===== config.mk =====
export PLATFORM = sky130hd
export DESIGN_NAME = mem_arbiter
export DESIGN_NICKNAME = d
export VERILOG_FILES = /design/src/rtl/mem_pkg.sv /design/src/rtl/outstanding_ctr.sv /design/src/rtl/mem_arbiter.sv
export SDC_FILE = /design/constraint.sdc
export NUM_CORES = 1
export LEC_CHECK = 0
export CAP_MARGIN = 5
export CORE_MARGIN = 2
export CORE_UTILIZATION = 22
export DETAILED_ROUTE_END_ITERATION = 8
export GPL_TIMING_DRIVEN = 1
export HOLD_SLACK_MARGIN = 0.08
export PLACE_DENSITY_LB_ADDON = 0.25
export RECOVER_POWER = 50
export SLEW_MARGIN = 20
export SYNTH_ARGS = -nofsm -noshare
export SYNTH_HDL_FRONTEND = slang
export SYNTH_SLANG_ARGS = --single-unit

===== constraint.sdc =====
create_clock -name clk -period 2.1 [get_ports clk]
set_clock_uncertainty 0.1 [all_clocks]
set_input_delay 0.42 -clock clk [delete_from_list [all_inputs] [get_ports clk]]
set_output_delay 0.42 -clock clk [all_outputs]
set_load 0.03 [all_outputs]

===== src/rtl/mem_pkg.sv =====
// mem_pkg: shared types and constants for the main-memory arbiter
package mem_pkg;
  typedef enum logic [1:0] {IDLE, GNT_I, GNT_D} arb_state_t;
  typedef enum logic {OWN_I, OWN_D} owner_t;
  localparam int MEM_LATENCY = 4;
  localparam int BLOCK_WORDS = 8;
endpackage


===== src/rtl/outstanding_ctr.sv =====
// outstanding_ctr: saturating up/down count of reads in flight
module outstanding_ctr #(
  parameter int MAX = 4
) (
  input  logic clk,
  input  logic rst,
  input  logic inc,
  input  logic dec,
  output logic at_max,
  output logic is_zero,
  output logic underflow_err
);
  localparam int CW = $clog2(MAX + 1);
  logic [CW-1:0] count;
  logic up, dn;
  assign at_max = count == CW'(MAX);
  assign is_zero = count == '0;
  assign underflow_err = dec & is_zero;
  assign up = inc & ~at_max;
  assign dn = dec & ~is_zero;
  always_ff @(posedge clk or posedge rst)
    if (rst) count <= '0;
    else count <= (up & ~dn) ? count + CW'(1) : (dn & ~up) ? count - CW'(1) : count;
endmodule


===== src/rtl/mem_arbiter.sv =====
// mem_arbiter: round-robin owner of the shared memory port for I- and D-cache engines
module mem_arbiter
  import mem_pkg::*;
#(
  parameter int MAX_OUTSTANDING = 4,
  parameter int ADDR_W = 16
) (
  input  logic              clk,
  input  logic              rst,
  input  logic              i_req,
  input  logic [ADDR_W-1:0] i_addr,
  output logic              i_accept,
  output logic              i_data_valid,
  input  logic              d_req,
  input  logic              d_wrt,
  input  logic [ADDR_W-1:0] d_addr,
  input  logic [ADDR_W-1:0] d_wdata,
  output logic              d_accept,
  output logic              d_data_valid,
  output logic              mem_enable,
  output logic              mem_wr,
  output logic [ADDR_W-1:0] mem_addr,
  output logic [ADDR_W-1:0] mem_wdata,
  input  logic              mem_data_valid,
  output logic              protocol_err
);
  arb_state_t state, state_nxt;
  owner_t last, last_nxt;
  logic at_max, is_zero, uerr;
  outstanding_ctr #(.MAX(MAX_OUTSTANDING)) u_ctr (
    .clk(clk),
    .rst(rst),
    .inc(mem_enable & ~mem_wr),
    .dec(mem_data_valid),
    .at_max(at_max),
    .is_zero(is_zero),
    .underflow_err(uerr)
  );
  always_ff @(posedge clk or posedge rst)
    if (rst) begin
      state <= IDLE;
      last <= OWN_I;
      protocol_err <= 1'b0;
    end else begin
      state <= state_nxt;
      last <= last_nxt;
      protocol_err <= protocol_err | uerr;
    end
  // ownership only ends once every read issued under it has returned
  always_comb begin
    state_nxt = state;
    last_nxt = last;
    case (state)
      IDLE:  state_nxt = (d_req & (~i_req | last == OWN_I)) ? GNT_D : i_req ? GNT_I : IDLE;
      GNT_I: if (~i_req & is_zero) begin
        state_nxt = IDLE;
        last_nxt = OWN_I;
      end
      GNT_D: if (~d_req & is_zero) begin
        state_nxt = IDLE;
        last_nxt = OWN_D;
      end
      default: state_nxt = IDLE;
    endcase
  end
  assign i_accept = (state == GNT_I) & i_req & ~at_max;
  assign d_accept = (state == GNT_D) & d_req & (d_wrt | ~at_max);
  assign mem_enable = i_accept | d_accept;
  assign mem_wr = d_wrt & (state == GNT_D);
  assign mem_addr = (state == GNT_D) ? d_addr : (state == GNT_I) ? i_addr : '0;
  assign mem_wdata = (state == GNT_D) ? d_wdata : '0;
  assign i_data_valid = mem_data_valid & (state == GNT_I);
  assign d_data_valid = mem_data_valid & (state == GNT_D);
endmodule


---- Yosys cells after proc, flatten, opt, wreduce, memory -nomap -nowiden ----
Index checks and enable logic that the tools add are counted.
cells by class
  add/subtract/negate cells ............... 2
  eq/ne operators ......................... 5
  mux-type cells .......................... 13
  bitwise logic cells ..................... 28
  reductions and logical operators ........ 6
operators by type and width
  kind                                                                number
  16-bit two-way mux                                                  3
  1-bit bitwise AND                                                   16
  1-bit NOT                                                           8
  2-bit two-way mux                                                   3
  3-bit two-way mux                                                   2
  2-bit case mux with 3 select lines                                  1
  2-bit inequality test, second input constant                        2
  1-bit OR                                                            4
  2-bit nonzero test                                                  2
  3-bit by 1-bit adder with 3-bit output, second input constant       1
  3-bit == test, second input constant                                1
  3-bit zero test                                                     1
  1-bit two-way mux                                                   3
  3-bit AND reduction                                                 1
  3-bit by 1-bit subtractor with 3-bit output, second input constant  1
  2-bit by 1-bit == test with 1-bit output, second input constant     1
  2-bit == test, second input constant                                1
  2-bit zero test                                                     1
  1-bit case mux with 2 select lines                                  1
  2-bit AND reduction                                                 1
word-level totals
  register bits ........................... 7
  input bits .............................. 54
  output and inout bits ................... 39
  word-level logic and storage cells ...... 58

---- Logic depth before layout (Yosys ltp) ----
  depth after elaboration ................. 11
  depth in mapped cells ................... 10
  gate-level depth less buffers ........... 9

---- Cells and area by module ----
Synthesis repeated with hierarchy kept, for this count alone.
unflattened totals
  cell total of the unflattened synthesis .. 86
  area total of the unflattened synthesis .. 753.2 µm²
by module, submodules not included
  module           instances  cells each  area an instance (µm²)  sequential area each (µm²)
  mem_arbiter      1          69          555.5                   100.1
  outstanding_ctr  1          17          197.7                   75.1

---- Worst setup path after synthesis ----
No wires, ideal clock.
  path kind ............................... register -> register
  start point ............................. register state[1]
  end point ............................... register u_ctr.count[1]
  setup time .............................. 125 ps
  arrival time ............................ 2001 ps
  data required time ...................... 1875 ps
  path slack .............................. -126 ps
  stages on the path, launching flop included .. 9
  path buffers ............................ 1
  clock period less this slack ............ 2226 ps
  cell sequence ........................... dfrtp_1 -> nor2b_1 -> clkbuf_1 -> a32o_1 -> and2_2 -> ha_1 -> inv_1 -> fa_1 -> mux2_2
between the ends
  word-level cells in the longest chain between the ends .. 9
  elaborated cells on any way between the ends .. 16
  those cells by class .................... eq/ne: 2; mux: 1; bitwise: 12; reduce/logical: 1
RTL lines
  item                                                                              RTL line                                                 source
  from (decl)                                                                       mem_arbiter.sv:27                                        arb_state_t state, state_nxt;
  from (signal assigned)                                                            mem_arbiter.sv:45                                        state <= state_nxt;
  2-bit by 1-bit == test with 1-bit output / 2-bit == test (equally long branches)  mem_arbiter.sv:66, mem_arbiter.sv:67, mem_arbiter.sv:69
  1-bit bitwise AND, on equally long branches (2 in a row)                          mem_arbiter.sv:66, mem_arbiter.sv:67
  1-bit OR                                                                          mem_arbiter.sv:68                                        assign mem_enable = i_accept | d_accept;
  1-bit bitwise AND (*)                                                             mem_arbiter.sv:33                                        .inc(mem_enable & ~mem_wr),
  1-bit bitwise AND (*)                                                             outstanding_ctr.sv:19                                    assign up = inc & ~at_max;
  1-bit NOT                                                                         outstanding_ctr.sv:23                                    else count <= (up & ~dn) ? count + CW'(1) : (dn & ~up) ? count - CW'(1) : count;
  1-bit bitwise AND                                                                 outstanding_ctr.sv:23
  2-bit nonzero test (no line)                                                      n/a
  to (signal assigned)                                                              outstanding_ctr.sv:23
  to (decl)                                                                         outstanding_ctr.sv:14                                    logic [CW-1:0] count;
Mark *: on every way between the ends. The rest lies on a longest branch, timed or not.
A chain may end at the register's enable or synchronous reset.

---- Worst setup path after layout ----
  start point ............................. register u_ctr.count[0]
  end point ............................... output port mem_enable
between the ends
  word-level cells in the longest chain between the ends .. 5
  elaborated cells on any way between the ends .. 6
  those cells by class .................... eq/ne: 1; bitwise: 5
RTL lines
  item               RTL line                              source
  3-bit == test (*)  outstanding_ctr.sv:16                 assign at_max = count == CW'(MAX);
  1-bit NOT (*)      mem_arbiter.sv:66, mem_arbiter.sv:67
  1-bit OR           mem_arbiter.sv:67                     assign d_accept = (state == GNT_D) & d_req & (d_wrt | ~at_max);
  1-bit bitwise AND  mem_arbiter.sv:67
  1-bit OR (*)       mem_arbiter.sv:68
  to (decl)          mem_arbiter.sv:20                     output logic mem_enable,
Marks and branches as above.

==> flow_summary_export.csv <==
group,metric,value,unit
worst_setup_path,path_max_fanout,3,
timing,fin_ws,-0.05807,ns
worst_setup_path,max_stage_delay,0.41,ns
power_and_ir_drop,pwr-share-comb,84.0,%
global_route,grt_pass1_vias,943,
placed_design,hpwl,2570,um
detailed_routing,drt-total-wl,3266,um
job,drv_cap,0,
power_and_ir_drop,pwr_density_cell,1335,nW/um^2
placed_design,gp_congestion,0.9011,
floorplanning,coreArea,3028,sq um
timing,setup_viol,2,
synth,ys_seq_area_share,25.18,%
timing,tightest_slew,0.3952,ns
worst_setup_path,crit_slowest_cell,"or3b_4",
clocking,cts_tree,"yes",
floorplanning,rows,20,
timing,rsz0062_at_grt,"true",
worst_setup_path,path_buf_inv,1,
synth,async_flop_share,100.0,%
clocking,insertion_delay,0.25,ns
clocking,cts-buffers-inserted,3,
synth,ys_warn_count,0,
layout,post_layout_nonfiller_instances,234,
synth,postSynthAreaPerCell,8.382,sq um
power_and_ir_drop,leakage,0.0008119,uW
worst_setup_path,rrSetupSlack,0,ns
synth,synth.distinct_cells,29,
clocking,htreeDepth,1,
timing,clock.fmax,0.4634,GHz
worst_hold_path,hold_path_depth,1,
worst_setup_path,reg2reg_depth,7,
detailed_routing,avgRoutedWirePerCell,13.96,um
global_route,grt_pass1_wl,4222,um
outcome,status,"finished with violations",
clocking,cts-root-buf,"clkbuf_4",
synth,syn-num-nets,139,
worst_setup_path,required,1.58,ns
detailed_routing,vias,1046,
floorplanning,start_util,22.98,%
clocking,cts_sinks,7,
timing,period_share,102.8,%
power_and_ir_drop,total_power,2336,uW
detailed_routing,drc_errors,0,
synth,ys.flop_type,"dfrtp_1",
clocking,cts_max_path_buffers,2,
worst_setup_path,r2r_start,"state[0]",
synth,synth_top_area_share,25.18,%
worst_setup_path,cp_cell_sequence,"or3b_4 -> o211a_1 -> or2_1 -> buf_6",
detailed_routing,vias_per_cell,4.470,
power_and_ir_drop,power_frac_clock,5.2,%
floorplanning,boundaryPins,93,
detailed_routing,first_iter_violations,33,
timing,hold_violations,0,
layout,num_antenna_cells,0,
timing,whs,0.3561,ns
timing,drv_slew,0,
worst_setup_path,cp.arrival,1.64,ns
detailed_routing,drt_first_pass_iters,4,
synth,yosys.area.top_type,"dfrtp_1",
global_route,grt_max_degree,35,
layout,final_common_cell,"clkdlybuf4s50_1",
floorplanning,die-width,60.23,um
layout,area_growth,151.4,%
worst_hold_path,hp-class,"register to register",
layout,final_layout_size_suffix_gt1_share,34.74,%
layout,fill_cells,274,
worst_setup_path,r2r-end,"u_ctr.count[1]",
global_route,antenna_found_initial,0,
clocking,clkTransAtPathRegs,0.05,ns
floorplanning,die_area,3628,sq um
synth,synth-edff-count,0,
clocking,hold_buffers,0,
worst_setup_path,start_kind,"register",
worst_setup_path,critical_path_class,"register to primary output",
layout,nets,247,
worst_hold_path,hold_end,"protocol_err",
power_and_ir_drop,internal-power,1156,uW
synth,postSynthCellCount,83,
power_and_ir_drop,ir_drop,0.7345,mV
power_and_ir_drop,seq_power_share,10.7,%
power_and_ir_drop,power_switching,1180,uW
synth,ys_top_cells_by_area,"dfrtp_1, a22o_1, and2_1",
power_and_ir_drop,switching_share,50.51,%
floorplanning,chipHeight,60.23,um
timing,min_period,2.158,ns
outcome,violations,"setup timing",
worst_setup_path,crit_family,"simple AND/OR/NAND/NOR gates",
placed_design,dp_cells,222,
worst_setup_path,cp-end-kind,"primary output",
global_route,grt_usage,15.56,%
worst_hold_path,min_from,"protocol_err",
synth,synth_seq_cells,7,
timing,tns,-0.06211,ns
detailed_routing,final_antenna_net_count,0,
timing,slew_headroom,73.41,%
layout,layout_common_cells,"clkdlybuf4s50_1, buf_4, and2_1",
placed_design,io_buffers,92,
synth,syn_area,695.7,sq um
global_route,gr-total-overflow,0,
==> kinds of logic after synthesis <==
logic type | share of synthesized area, %
flip-flops | 25.18
AO/OA/AOI/OAI | 28.95
buffers and inverters | 7.195
XOR/XNOR | 3.778
adder cells (fa/ha/maj) | 4.676
multiplexers | 1.619
AND/OR/NAND/NOR | 28.60
==> per-stage QoR <==
stage / worst slack (ns) / area (sq um) / util [%]
after CTS: -0.06442 / 1715 / 56.65
after detailed placement: -0.3635 / 1633 / 53.93
after global placement: -0.3305 / 1633 / 53.93
after global routing: -0.1230 / 1749 / 57.77
after floorplan: 0.01330 / 713.2 / -
final: -0.05807 / 1749 / 57.77
==> final cells by class <==
type,count,area (sq um),share of cell area [%]
sequential,7,175.2,10.01
timing repair buffer,109,949.7,54.29
multi-input combinational,64,520.5,29.76
tap,44,55.05,3.147
inverter,6,22.52,1.288
clock buffer,4,26.28,1.502
==> registers in the layout, indices dropped and copies added (netlist names) <==
name          flops
u_ctr.count       3
protocol_err      1
last              1
state             2
==> Yosys cell counts, types with 2 or more instances <==
library cell,n
a21oi_1,3
a22o_1,16
and2_1,18
buf_2,4
clkbuf_1,2
dfrtp_1,7
inv_1,6
nand2_1,2
nor2_1,2
nor2b_1,2
nor3_1,2
xor2_1,2
==> routing by layer <==
metal / vias to the layer above / wire, um / track usage, %
met4: 0 / 27 / 4.762
met2: 50 / 1706 / 28.26
met1: 485 / 1199 / 18.04
li1: 508 / - / -
met5: - / 0 / 0
met3: 3 / 332 / 3.247
==> worst max path at each step <==
stage              startpoint              to  slack (ns)  cells after the start
2_1_floorplan        state[0]  u_ctr.count[1]        0.01                      8
3_3_place_gp            d_wrt  u_ctr.count[1]       -0.33                      8
3_5_place_dp            d_wrt  u_ctr.count[1]       -0.36                      8
4_1_cts        u_ctr.count[0]      mem_enable       -0.06                      4
5_1_grt        u_ctr.count[0]      mem_enable       -0.12                      4
6_report       u_ctr.count[0]      mem_enable       -0.06                      4
==> power groups by stage <==
stage | sequential, uW | clock (uW) | combinational (uW)
after floorplan | 281 | 0 | 1120
after global routing | 258 | 131 | 2090
after global placement | 255 | 0 | 1810
final | 251 | 122 | 1960
after CTS | 248 | 126 | 1940
after detailed placement | 262 | 0 | 1820
==> timing repair <==
| action | in CTS | in global routing |
|---|---|---|
| gates resized for setup | 8 | 8 |
| buffers inserted | 5 | 3 |
| pin swaps | 1 | 3 |
| endpoints found under the setup margin | 4 | 20 |
(Power assumes the default switching activity.)
